===== config.mk =====
export PLATFORM = sky130hd
export DESIGN_NAME = pll_drp_ctrl_flat
export DESIGN_NICKNAME = d
export VERILOG_FILES = /design/src/rtl/pll_drp_ctrl_if.sv /design/src/rtl/pll_drp_ctrl.sv /design/src/flat_wrapper.sv
export SDC_FILE = /design/constraint.sdc
export NUM_CORES = 1
export LEC_CHECK = 0
export CAP_MARGIN = 20
export CELL_PAD_IN_SITES_DETAIL_PLACEMENT = 1
export CELL_PAD_IN_SITES_GLOBAL_PLACEMENT = 1
export CORE_MARGIN = 2
export CORE_UTILIZATION = 40
export DETAILED_ROUTE_END_ITERATION = 10
export PLACE_DENSITY = 0.79
export RECOVER_POWER = 100
export SETUP_SLACK_MARGIN = 0.4
export SLEW_MARGIN = 20
export SYNTH_ARGS = -nofsm -noshare
export SYNTH_HDL_FRONTEND = slang
export SYNTH_SLANG_ARGS = --single-unit

===== constraint.sdc =====
create_clock -name i_clk -period 3.12 [get_ports i_clk]
set_input_delay 0.312 -clock i_clk [delete_from_list [all_inputs] [get_ports i_clk]]
set_output_delay 0.312 -clock i_clk [all_outputs]
set_load 0.05 [all_outputs]

===== src/rtl/pll_drp_ctrl_if.sv =====
// Request handshake and MMCM DRP bus of the PLL reprogramming controller.
// master: the controller side; slave: requester plus MMCM DRP port.
`timescale 1ns/1ps
interface pll_drp_ctrl_if;
    logic        i_req_valid;
    logic        o_req_ready;
    logic [2:0]  i_req_chan;
    logic [6:0]  i_req_div;
    logic [6:0]  o_daddr;
    logic        o_den;
    logic        o_dwe;
    logic [15:0] o_di;
    logic [15:0] i_do;
    logic        i_drdy;

    modport master (
        input  i_req_valid, i_req_chan, i_req_div, i_do, i_drdy,
        output o_req_ready, o_daddr, o_den, o_dwe, o_di
    );

    modport slave (
        output i_req_valid, i_req_chan, i_req_div, i_do, i_drdy,
        input  o_req_ready, o_daddr, o_den, o_dwe, o_di
    );
endinterface


===== src/rtl/pll_drp_ctrl.sv =====
// MMCM output-divider reprogramming controller: holds the MMCM in reset,
// read-modify-writes ClkReg1 of one CLKOUT over DRP, releases reset and
// waits for lock with bounded retries.
//
// state     | meaning
// ----------+-----------------------------------------------------------
// START     | bring-up reset pulse, RST_CYCLES clocks, no DRP access
// IDLE      | locked and ready, accepts requests
// HOLD_RST  | MMCM held in reset RST_CYCLES clocks (DRP skipped on retry)
// RD        | one-clock DRP read strobe of ClkReg1
// WAIT_RD   | wait for DRDY of the read, bounded by DRP_TIMEOUT
// WR        | one-clock DRP write strobe with new high/low counts
// WAIT_WR   | wait for DRDY of the write, bounded by DRP_TIMEOUT
// RELEASE   | one clock with MMCM reset released, lock timer cleared
// WAIT_LOCK | wait for synchronised LOCKED, bounded by LOCK_TIMEOUT
`timescale 1ns/1ps
module pll_drp_ctrl #(
    parameter int unsigned CHAN_TOTAL   = 2,
    parameter int unsigned RST_CYCLES   = 16,
    parameter int unsigned LOCK_TIMEOUT = 65535,
    parameter int unsigned DRP_TIMEOUT  = 255,
    parameter int unsigned RETRY_MAX    = 3
) (
    input  logic           i_clk,
    input  logic           i_nrst,
    pll_drp_ctrl_if.master bus,
    output logic           o_pll_rst,
    input  logic           i_pll_locked,
    output logic           o_locked,
    output logic           o_busy,
    output logic           o_done,
    output logic           o_err,
    output logic [1:0]     o_err_code,
    output logic [7:0]     o_lock_loss_cnt
);
    typedef enum logic [3:0] {
        START, IDLE, HOLD_RST, RD, WAIT_RD, WR, WAIT_WR, RELEASE, WAIT_LOCK
    } state_t;

    localparam logic [31:0] RST_LAST  = 32'(RST_CYCLES - 1);
    localparam logic [31:0] DRP_LAST  = 32'(DRP_TIMEOUT - 1);
    localparam logic [31:0] LOCK_LAST = 32'(LOCK_TIMEOUT - 1);
    localparam logic [3:0]  CHAN_LIM  = 4'(CHAN_TOTAL);

    state_t      state, state_nxt;
    logic [31:0] cnt;
    logic [7:0]  retries;
    logic [2:0]  chan_q;
    logic [6:0]  div_q;
    logic [3:0]  rd_keep;
    logic        sync_meta, locked, lock_q;
    logic        retry_clr, retry_inc, latch_req, cap_rd, done_set, err_set;
    logic [1:0]  err_code_nxt;
    logic        req_bad;
    logic [6:0]  div_high, div_low, reg_addr;

    assign req_bad  = (bus.i_req_div < 7'd2) || ({1'b0, bus.i_req_chan} >= CHAN_LIM);
    // Low half takes the odd remainder; a count of 64 wraps to 0 in 6 bits.
    assign div_high = {1'b0, div_q[6:1]};
    assign div_low  = div_q - div_high;

    // ClkReg1 address of each CLKOUT (CLKOUT5 sits below CLKOUT0).
    always_comb begin
        reg_addr = 7'h00;
        case (chan_q)
            3'd0: reg_addr = 7'h08;
            3'd1: reg_addr = 7'h0A;
            3'd2: reg_addr = 7'h0C;
            3'd3: reg_addr = 7'h0E;
            3'd4: reg_addr = 7'h10;
            3'd5: reg_addr = 7'h06;
            3'd6: reg_addr = 7'h12;
            default: reg_addr = 7'h00;
        endcase
    end

    // Two-flop synchroniser for the asynchronous MMCM LOCKED.
    always_ff @(posedge i_clk or negedge i_nrst) begin
        if (!i_nrst) begin
            sync_meta <= 1'b0;
            locked    <= 1'b0;
        end else begin
            sync_meta <= i_pll_locked;
            locked    <= sync_meta;
        end
    end

    // State register plus one shared wait counter, cleared on every state change.
    always_ff @(posedge i_clk or negedge i_nrst) begin
        if (!i_nrst) begin
            state <= START;
            cnt   <= 32'd0;
        end else begin
            state <= state_nxt;
            if (state_nxt != state || state == IDLE)
                cnt <= 32'd0;
            else
                cnt <= cnt + 32'd1;
        end
    end

    // Next-state and control strobes.
    always_comb begin
        state_nxt    = state;
        retry_clr    = 1'b0;
        retry_inc    = 1'b0;
        latch_req    = 1'b0;
        cap_rd       = 1'b0;
        done_set     = 1'b0;
        err_set      = 1'b0;
        err_code_nxt = 2'd0;
        case (state)
            START: begin
                if (cnt == RST_LAST) begin
                    state_nxt = RELEASE;
                    retry_clr = 1'b1;
                end
            end
            IDLE: begin
                if (bus.i_req_valid) begin
                    if (req_bad) begin
                        err_set      = 1'b1;
                        err_code_nxt = 2'd1;
                    end else begin
                        latch_req = 1'b1;
                        retry_clr = 1'b1;
                        state_nxt = HOLD_RST;
                    end
                end
            end
            HOLD_RST: begin
                // A non-zero retry count marks a lock retry: the divider is already written.
                if (cnt == RST_LAST)
                    state_nxt = (retries != 8'd0) ? RELEASE : RD;
            end
            RD: state_nxt = WAIT_RD;
            WAIT_RD: begin
                if (bus.i_drdy) begin
                    cap_rd    = 1'b1;
                    state_nxt = WR;
                end else if (cnt == DRP_LAST) begin
                    err_set      = 1'b1;
                    err_code_nxt = 2'd2;
                    state_nxt    = RELEASE;
                end
            end
            WR: state_nxt = WAIT_WR;
            WAIT_WR: begin
                if (bus.i_drdy) begin
                    state_nxt = RELEASE;
                end else if (cnt == DRP_LAST) begin
                    err_set      = 1'b1;
                    err_code_nxt = 2'd2;
                    state_nxt    = RELEASE;
                end
            end
            RELEASE: state_nxt = WAIT_LOCK;
            WAIT_LOCK: begin
                if (locked) begin
                    done_set  = 1'b1;
                    state_nxt = IDLE;
                end else if (cnt == LOCK_LAST) begin
                    if ({24'd0, retries} < RETRY_MAX) begin
                        retry_inc = 1'b1;
                        state_nxt = HOLD_RST;
                    end else begin
                        err_set      = 1'b1;
                        err_code_nxt = 2'd3;
                        state_nxt    = IDLE;
                    end
                end
            end
            default: state_nxt = START;
        endcase
    end

    // Request latch, DRP read capture and retry count.
    always_ff @(posedge i_clk or negedge i_nrst) begin
        if (!i_nrst) begin
            chan_q  <= 3'd0;
            div_q   <= 7'd0;
            rd_keep <= 4'd0;
            retries <= 8'd0;
        end else begin
            if (latch_req) begin
                chan_q <= bus.i_req_chan;
                div_q  <= bus.i_req_div;
            end
            if (cap_rd)
                rd_keep <= bus.i_do[15:12];
            if (retry_clr)
                retries <= 8'd0;
            else if (retry_inc)
                retries <= retries + 8'd1;
        end
    end

    // Status pulses, held error code and saturating lock-loss counter.
    always_ff @(posedge i_clk or negedge i_nrst) begin
        if (!i_nrst) begin
            o_done          <= 1'b0;
            o_err           <= 1'b0;
            o_err_code      <= 2'd0;
            o_lock_loss_cnt <= 8'd0;
            lock_q          <= 1'b0;
        end else begin
            o_done <= done_set;
            o_err  <= err_set;
            if (err_set)
                o_err_code <= err_code_nxt;
            lock_q <= locked;
            if (state == IDLE && lock_q && !locked && o_lock_loss_cnt != 8'hFF)
                o_lock_loss_cnt <= o_lock_loss_cnt + 8'd1;
        end
    end

    // Outputs decode from state so a reset assertion drops them without a clock.
    assign o_pll_rst       = state inside {START, HOLD_RST, RD, WAIT_RD, WR, WAIT_WR};
    assign bus.o_den       = (state == RD) || (state == WR);
    assign bus.o_dwe       = (state == WR);
    assign bus.o_daddr     = bus.o_den ? reg_addr : 7'h00;
    assign bus.o_di        = (state == WR) ? {rd_keep, div_high[5:0], div_low[5:0]} : 16'h0000;
    assign bus.o_req_ready = (state == IDLE);
    assign o_busy          = (state != IDLE);
    assign o_locked        = locked && (state == IDLE);
endmodule


===== src/flat_wrapper.sv =====
// flat-port wrapper written by rule: the top's interface ports become plain ports
module pll_drp_ctrl_flat 
#(
    parameter int unsigned CHAN_TOTAL   = 2,
    parameter int unsigned RST_CYCLES   = 16,
    parameter int unsigned LOCK_TIMEOUT = 65535,
    parameter int unsigned DRP_TIMEOUT  = 255,
    parameter int unsigned RETRY_MAX    = 3
)
  (i_clk, i_nrst, o_pll_rst, i_pll_locked, o_locked, o_busy, o_done, o_err, o_err_code, o_lock_loss_cnt, bus_i_req_valid, bus_i_req_chan, bus_i_req_div, bus_i_do, bus_i_drdy, bus_o_req_ready, bus_o_daddr, bus_o_den, bus_o_dwe, bus_o_di);
  pll_drp_ctrl_if bus_i ();
  input  logic i_clk;
  input  logic i_nrst;
  output logic o_pll_rst;
  input  logic i_pll_locked;
  output logic o_locked;
  output logic o_busy;
  output logic o_done;
  output logic o_err;
  output logic [1:0] o_err_code;
  output logic [7:0] o_lock_loss_cnt;
  input wire logic [$bits(bus_i.i_req_valid)-1:0] bus_i_req_valid;
  input wire logic [$bits(bus_i.i_req_chan)-1:0] bus_i_req_chan;
  input wire logic [$bits(bus_i.i_req_div)-1:0] bus_i_req_div;
  input wire logic [$bits(bus_i.i_do)-1:0] bus_i_do;
  input wire logic [$bits(bus_i.i_drdy)-1:0] bus_i_drdy;
  output wire logic [$bits(bus_i.o_req_ready)-1:0] bus_o_req_ready;
  output wire logic [$bits(bus_i.o_daddr)-1:0] bus_o_daddr;
  output wire logic [$bits(bus_i.o_den)-1:0] bus_o_den;
  output wire logic [$bits(bus_i.o_dwe)-1:0] bus_o_dwe;
  output wire logic [$bits(bus_i.o_di)-1:0] bus_o_di;
  assign bus_i.i_req_valid = bus_i_req_valid;
  assign bus_i.i_req_chan = bus_i_req_chan;
  assign bus_i.i_req_div = bus_i_req_div;
  assign bus_i.i_do = bus_i_do;
  assign bus_i.i_drdy = bus_i_drdy;
  assign bus_o_req_ready = bus_i.o_req_ready;
  assign bus_o_daddr = bus_i.o_daddr;
  assign bus_o_den = bus_i.o_den;
  assign bus_o_dwe = bus_i.o_dwe;
  assign bus_o_di = bus_i.o_di;
  pll_drp_ctrl #(.CHAN_TOTAL(CHAN_TOTAL), .RST_CYCLES(RST_CYCLES), .LOCK_TIMEOUT(LOCK_TIMEOUT), .DRP_TIMEOUT(DRP_TIMEOUT), .RETRY_MAX(RETRY_MAX)) u_core (.i_clk(i_clk), .i_nrst(i_nrst), .bus(bus_i), .o_pll_rst(o_pll_rst), .i_pll_locked(i_pll_locked), .o_locked(o_locked), .o_busy(o_busy), .o_done(o_done), .o_err(o_err), .o_err_code(o_err_code), .o_lock_loss_cnt(o_lock_loss_cnt));
endmodule

Yosys cells after proc, flatten, opt, wreduce, memory -nomap -nowiden
Cells that the tools add are included.
{ "totals": {"ff_bits": 73, "latch_bits": 0, "ram_bits": 0, "rom_bits": 0, "inputBits": 31, "output_inout_bits": 41, "wordCells": 101, "n_memories": 0} }
{ "op_classes": {"add_sub_neg": 4, "multipliers": 0, "div": 0, "magnitude_cmp": 3, "n_eq_ne": 20, "shift": 0, "n_mux": 47, "n_bitwise": 0, "n_reduce_logical": 14} }
{ "op_table": {"columns": ["cell", "n"], "rows": [
  ["$mux W4", 9],
  ["$pmux W4 S9", 1],
  ["$pmux W5 S7", 1],
  ["$add A32 B1 Y32 const B", 1],
  ["$eq A32 B16 Y1 const B", 1],
  ["$eq A32 B4 Y1 const B", 1],
  ["$eq A32 B8 Y1 const B", 1],
  ["$mux W32", 1],
  ["$mux W1", 20],
  ["$add A8 B1 Y8 const B", 2],
  ["$eq A4 B3 Y1 const B", 4],
  ["$mux W16", 1],
  ["$mux W8", 2],
  ["$mux W2", 7],
  ["$eq A3 B3 Y1 const B", 3],
  ["$eq A4 B2 Y1 const B", 2],
  ["$lt A8 B2 Y1 const B", 1],
  ["$ne A8 B8 Y1 const B", 1],
  ["$reduce_bool A8 Y1", 1],
  ["$lt A7 B2 Y1 const B", 1],
  ["$eq A3 B2 Y1 const B", 2],
  ["$pmux W2 S3", 1],
  ["$reduce_bool A6 Y1", 1],
  ["$sub A6 B6 Y6", 1],
  ["other kinds (17)", 22]
]} }

Logic depth before layout (Yosys ltp)
Gate-level depths: netlist of run 1.
{ "depth": {"depth_word": 8, "mapped_depth": 9, "mapped_depth_nobuf": 9} }

Worst setup path after synthesis of run 1
OpenSTA, ideal clock, no wires.
{ "synth_path": {"kind": "reg-to-output", "start": "register u_core.div_q[2]", "end": "output bus_o_di[5]", "arrival_ps": 2538, "required_ps": 2808, "path_slack_ps": 270, "stages_incl_launch_ff": 9, "n_path_buf": 0, "cell_sequence": "dfrtp_1 -> inv_1 -> ha_1 -> nor2b_1 -> o21ai_0 -> a21oi_1 -> o21a_1 -> o21ai_0 -> nor3b_1"} }
{ "synth_via": {"elab_chain_cells": 2} }
{ "synth_lines": {"columns": ["element", "line_no", "rtl"], "rows": [
  ["start, declared", "pll_drp_ctrl.sv:49", "logic [6:0] div_q;"],
  ["start signal, assigned", "pll_drp_ctrl.sv:187", "div_q <= bus.i_req_div;"],
  ["$sub A6 B6 Y6", "pll_drp_ctrl.sv:60", "assign div_low = div_q - div_high;"],
  ["$mux W16", "pll_drp_ctrl.sv:222", "assign bus.o_di = (state == WR) ? {rd_keep, div_high[5:0], div_low[5:0]} : 16'h0000;"],
  ["end, declared", "flat_wrapper.sv:31", "output wire logic [$bits(bus_i.o_di)-1:0] bus_o_di;"]
]} }
No other way between the ends.

Worst setup path in the final report of run 1
{ "layout_path": {"start": "register u_core.state[0]", "end": "output bus_o_di[7]"} }
{ "layout_via": {"elab_chain_cells": 2} }
{ "layout_lines": {"columns": ["element", "line_no", "rtl"], "rows": [
  ["start, declared", "pll_drp_ctrl.sv:45", "state_t state, state_nxt;"],
  ["start signal, assigned", "pll_drp_ctrl.sv:94", "state <= state_nxt;"],
  ["$eq A4 B3 Y1", "pll_drp_ctrl.sv:222", null],
  ["$mux W16", "pll_drp_ctrl.sv:222", null]
]} }
No other way between the ends.

==> results of run 1 <==
==> cell type report <==
cell class,instances,area (sq um),area share
Sequential cell,73,1830,0.394
Clock buffer,9,124,0.0267
Timing Repair Buffer,64,529,0.114
Clock inverter,7,61.3,0.0132
Inverter,18,67.6,0.0146
Tap cell,129,161,0.0349
Multi-Input combinational cell,278,1860,0.402
==> critical path: cells and delay by family (launching register included) <==
family	cells	cell delay (ns)
buf+inv	2	0.71
flops	1	0.58
simple gates	3	0.69
==> synth_stat cells (all sizes together), types with 3 or more instances <==
master,n
xnor2,20
and4,3
a21oi,6
mux2,14
ha,10
dfrtp,73
and2,15
nor2b,3
inv,18
nor2,60
nor3,5
nor4,10
nand4,17
o21ai,6
nand2b,4
nand3,14
nand3b,3
xor2,24
and3,13
nand2,25
buf,8
clkbuf,6
==> metal layers <==
layer,wire (um),vias up,global-route usage
met5,0,-,0
met4,102,0,0.0533
met3,324,10,0.0363
met2,4120,66,0.286
met1,4250,1455,0.251
li1,-,1419,-
==> power by group <==
group	switching [mW]	internal (mW)	leakage [nW]	total [mW]
Combinational	0.738	0.427	1.05	1.17
Clock	0.399	0.305	0.0892	0.704
Sequential	0.146	1.06	0.984	1.21
==> worst max path at each step <==
stage,to,slack (ns),cells after the start
2_1_floorplan,u_core.o_lock_loss_cnt[6]$_DFFE_PN0P_,0.50,7
3_3_place_gp,u_core.cnt[3]$_DFF_PN0_,0.56,7
3_5_place_dp,bus_o_di[9],0.52,5
4_1_cts,bus_o_di[9],0.38,5
5_1_grt,bus_o_di[7],0.28,5
6_report,bus_o_di[7],0.47,5
==> stage by stage <==
| stage | hold WS [ns] | cells | instance area [sq um] | total power, mW | worst slack, ns |
|---|---|---|---|---|---|
| global route | 0.377 | 578 | 4630 | 3.30 | 0.281 |
| global placement | 0.337 | 558 | 4500 | 2.38 | 0.563 |
| finish | 0.369 | 578 | 4630 | 3.08 | 0.471 |
| CTS | 0.362 | 575 | 4680 | 3.13 | 0.384 |
| detailed placement | 0.339 | 558 | 4500 | 2.42 | 0.517 |
| floorplan | 0.0164 | 383 | 3850 | 2.11 | 0.505 |
==> sequential cells by signal, indices dropped and copies added (netlist names), 2 cells and up <==
register	flops
u_core.cnt	32
u_core.o_lock_loss_cnt	8
u_core.retries	8
u_core.div_q	7
u_core.rd_keep	4
u_core.state	4
u_core.chan_q	3
u_core.o_err_code	2
==> cell families after synthesis <==
family,Yosys count
buf+inv,32
fa+ha+maj,11
flops,73
mux,14
simple gates,182
other cells,1
xor+xnor,44
compound gates,24
==> what timing repair did <==
item | CTS | global route
gates resized for setup | 16 | 17
pin swaps | 0 | 2
buffers inserted | 0 | 3
hold endpoints to repair | 73 | 0
setup endpoints to repair | 15 | 42
hold buffers | 1 | 0
==> impl_metrics.ini, run 1 <==
[routing]
drc_errors = 0
postRouteAntennaNets = 0
first_pass_iters = 4
vias_per_cell = 5.10
drt_iter0_drc = 156
wl_per_cell_um = 15.2
vias = 2950
wl_mm = 8.80

[power_and_ir_drop]
peakVddDrop_uv = 254
powerDensity_mw_per_mm2 = 664
leakagePower_nw = 2.12

[worst_setup_path]
r2r_slack_ns = 0.56
cp_max_fo = 10
cpPeakStageDelay_ns = 0.58
r2r-end = u_core.cnt[16]$_DFF_PN0_
slowest_stage = dfrtp_1
path_cells = nor2b_1 -> buf_4 -> nand2_1 -> nor2_1 -> clkbuf_1
r2r-start = u_core.cnt[8]$_DFF_PN0_
cp-startpoint = u_core.state[0]$_DFF_PN0_
crit_path_start_kind = flip-flop
critical_path_class = reg -> out
cp.arrival_ns = 2.34
required_ns = 2.81
endpoint_kind = primary output
r2r.worst_path.cells = 7

[cells_and_area]
layout_commonest_cell = dfrtp_1
area_delta_synth_final_pct = 20.7
fin_nets = 486
drive_above_1_share = 0.118
final_cell_mix = 73 x dfrtp_1, 59 x nor2_1, 25 x nand2_1, 24 x xor2_1, 20 x xnor2_1
nFillCells = 1080
final_util = 0.499
n_antenna_cell = 0

[synth]
synth-simple-area-share = 0.253
synth_top_cell_area_share = 0.476
synth_mux_area_frac = 0.0411
synth-xor-area-share = 0.100
synth-seq-cells = 73
yosys-top-cells-area = dfrtp_1 48%, nor2_1 5.6%, xor2_1 5.5%
synth.cell_area_sq_mm = 0.00384
avgSynthCellArea_sq_um = 10.1
async_flop_share = 1.00
synth_ff_type = dfrtp_1
synth_cells = 381
synth-compound-area-share = 0.0499
synth_edf_count = 0
synth_adder_area_share = 0.0378
synth_top_cell_by_area = dfrtp_1
ys_seq_area_frac = 0.476
synth_top_family_by_area = simple AND/OR/NAND/NOR gates
yosysUniqueCellTypes = 47
ys_warn_count = 0

[worst_hold_path]
whs_endpoint = u_core.locked$_DFF_PN0_
min_path_type = reg -> reg
hold_start = u_core.sync_meta$_DFF_PN0_
worstHoldPathCells = 0

[floorplanning]
die_area_sq_mm = 0.0104
placementRows = 35
io_pins = 72
start_util = 0.413
core-area_sq_mm = 0.00928
die_y_um = 102
die_w_um = 102

[clock_tree]
htree_levels = 3
clk_path_buf_depth = 2
clkSlewWorstSetupHoldPaths_ns = 0.09
cts_tree = yes
clock-sinks = 73
insertion_delay_ns = 0.36
cts_buffers = 9
cts_root_buf = clkbuf_8

[global_routing]
grt_pass1_vias = 2974
antenna_found_initial = 0
grt_max_degree = 74
grt-ovfl-total = 0
grt_usage = 0.180
grt_first_pass_wirelength_mm = 14.7

[timing]
final-setup-viol-count = 0
finalSetupTns_ns = 0
finalHoldViolations = 0
slew_headroom = -0.183
finalMaxSlewViolations = 74
post-route-min-period_ns = 2.65
fin_crit_sh = 0.849
worstMarginPinSlew_ns = 1.77
max_freq_mhz = 378
skew_ns = 0.0152
rsz0062_at_grt = true

[run_status]
status = finished with violations
violations = capacitance limit, slew limit

[placed_design]
portBuffers = 56
dpl.hpwl_mm = 6.24
gp_congestion = 0.840

[job]
drv_cap = 1
(Power assumes the default switching activity.)
==> inputs of run 2 (changes only) <==
==> constraint.sdc (replaced) <==
create_clock -name i_clk -period 2.5 [get_ports i_clk]
set_input_delay 0.25 -clock i_clk [delete_from_list [all_inputs] [get_ports i_clk]]
set_output_delay 0.25 -clock i_clk [all_outputs]
set_load 0.05 [all_outputs]
==> run 2 against run 1 <==
Against the previous run: the flow finishes with violations (capacitance limit, slew limit, setup timing); via count grew 23%; clock-buffer cell count is the same; worst setup slack lost 0.59 ns; clock power grew 70%; sequential power grew 23%; die area is the same; largest power group is now combinational logic; design area grew 31%; combinational power grew to 2.7 times the previous value; hold slack gained 0.010 ns; non-clock buffer count grew 49; routed wire length grew 90%.
==> impl_metrics.ini, run 2 (synthesis gave the netlist of run 1 again) <==
[run_status]
status = finished with violations
violations = capacitance limit, slew limit, setup timing

[timing]
rsz0062_at_grt = true
max_freq_mhz = 381
fin_crit_sh = 1.05
slew_headroom = -0.223
post-route-min-period_ns = 2.62
hold_ws_ns = 0.379
worstMarginPinSlew_ns = 1.83
skew_ns = 0.0163
final-setup-viol-count = 32
finalHoldViolations = 0
finalWorstSetupSlack_ns = -0.123
finalMaxSlewViolations = 31

[clock_tree]
cts_root_buf = clkbuf_8
clkSlewWorstSetupHoldPaths_ns = 0.09
clk_path_buf_depth = 2
cts_tree = yes
clock-sinks = 73
cts_buffers = 9
insertion_delay_ns = 0.36
htree_levels = 3

[cells_and_area]
n_antenna_cell = 0
reg.largest.list = u_core.cnt x32, u_core.o_lock_loss_cnt x8, u_core.retries x8
final_util = 0.654
top_register = u_core.cnt
area_delta_synth_final_pct = 58.2
final_cell_mix = 65 x dfrtp_1, 43 x buf_4, 36 x nor2_4, 24 x nand2_1, 24 x xor2_1
nFillCells = 932
drive_above_1_share = 0.441
layout_commonest_cell = dfrtp_1
fin_nets = 536
largest_reg_flops = 32

[worst_setup_path]
cp.arrival_ns = 2.86
path_cells = nor4_4 -> nand4_1 -> buf_4 -> nor4b_4 -> buf_4 -> a2111oi_4 -> o221ai_2 -> buf_6 -> buf_12 -> nor2_4
endpoint_kind = flip-flop
critPathTopFamily = simple AND/OR/NAND/NOR gates
r2r-start = u_core.cnt[13]$_DFF_PN0_
r2r_slack_ns = -0.12
r2r-end = u_core.cnt[11]$_DFF_PN0_
cp_num_buf_inv = 4
cpMostUsedCell = buf_4
slowest_stage = dfrtp_2
required_ns = 2.74
crit_path_start_kind = flip-flop
r2r.worst_path.cells = 10
critical_path_class = reg -> reg
cp_max_fo = 8
cpPeakStageDelay_ns = 0.45

[worst_hold_path]
min_path_type = reg -> reg
whs_endpoint = u_core.locked$_DFF_PN0_
worstHoldPathCells = 0
hold_start = u_core.sync_meta$_DFF_PN0_

[placed_design]
portBuffers = 56
dpl.hpwl_mm = 7.36
gp_congestion = 0.800

[floorplanning]
die_area_sq_mm = 0.0104
die_w_um = 102
die_y_um = 102
io_pins = 72
start_util = 0.413
core-area_sq_mm = 0.00928
placementRows = 35

[power_and_ir_drop]
peakVddDrop_uv = 796
powerDensity_mw_per_mm2 = 968
leakagePower_nw = 2.58

[routing]
drc_errors = 0
vias = 3628
wl_per_cell_um = 26.7
drt_iter0_drc = 215
postRouteAntennaNets = 0
first_pass_iters = 5
vias_per_cell = 5.78
wl_mm = 16.8

[global_routing]
grt-ovfl-total = 0
antenna_found_initial = 0
grt_max_degree = 45
grt_pass1_vias = 3933
grt_usage = 0.288
grt_first_pass_wirelength_mm = 22.5

[job]
drv_cap = 1
run 2: changes by cell type in the layout (fill, tap and decap cells not counted), sizes merged:
cell	previous run	this run
clkinv	0	1
clkdlybuf4s25	1	0
dlygate4sd3	16	14
clkdlybuf4s15	0	1
clkbuf	23	14
or4	2	3
bufinv	0	3
buf	8	77
inv	23	19
dlygate4sd2	9	0
run 2: metal layers:
metal	wire [um]	track usage	up-vias
met3	937	0.0424	77
met4	916	0.119	0
met1	6230	0.345	1831
met2	8670	0.519	192
li1	-	-	1528
met5	0	0	-
run 2: what timing repair did:
item | 4_1_cts | 5_1_grt
setup endpoints to repair | 68 | 83
buffers inserted | 24 | 14
cloned | 4 | 0
resized for setup | 108 | 56
hold buffers | 1 | 0
hold endpoints to repair | 29 | 0
pin swaps | 30 | 31
run 2: worst max-delay path by stage:
stage                                            from                             to  cells past startpoint
after CTS                 u_core.div_q[2]$_DFFE_PN0P_                    bus_o_di[5]                      9
after global routing         u_core.cnt[13]$_DFF_PN0_       u_core.cnt[11]$_DFF_PN0_                     10
final                        u_core.cnt[13]$_DFF_PN0_       u_core.cnt[11]$_DFF_PN0_                     10
after detailed placement             bus_i_req_div[3]  u_core.retries[4]$_DFFE_PN0P_                      7
after floorplan           u_core.div_q[2]$_DFFE_PN0P_                    bus_o_di[5]                      8
after global placement               bus_i_req_div[6]  u_core.retries[4]$_DFFE_PN0P_                      7
run 2: where the power goes:
| group | internal [mW] | switching, mW |
|---|---|---|
| sequential | 1.33 | 0.162 |
| clock | 0.676 | 0.527 |
| combinational | 1.34 | 1.85 |
run 2: final cells by class:
class | instances | area (sq um) | share of cell area
Inverter | 18 | 68.8 | 0.0113
Clock inverter | 7 | 126 | 0.0208
Multi-Input combinational cell | 279 | 2460 | 0.406
Clock buffer | 9 | 124 | 0.0204
Tap cell | 129 | 161 | 0.0266
Timing Repair Buffer | 113 | 1290 | 0.212
Sequential cell | 73 | 1840 | 0.303
run 2: through the flow:
step	total power, mW	setup TNS, ns	instances	setup slack [ns]	cell area, sq um
floorplan	2.70	0	383	0.166	3890
global placement	3.23	0	569	0.156	4870
detailed placement	3.32	0	569	0.0734	4870
CTS	5.38	0	614	0.0649	5800
global route	6.06	-5.92	628	-0.206	6070
finish	5.88	-3.22	628	-0.123	6070
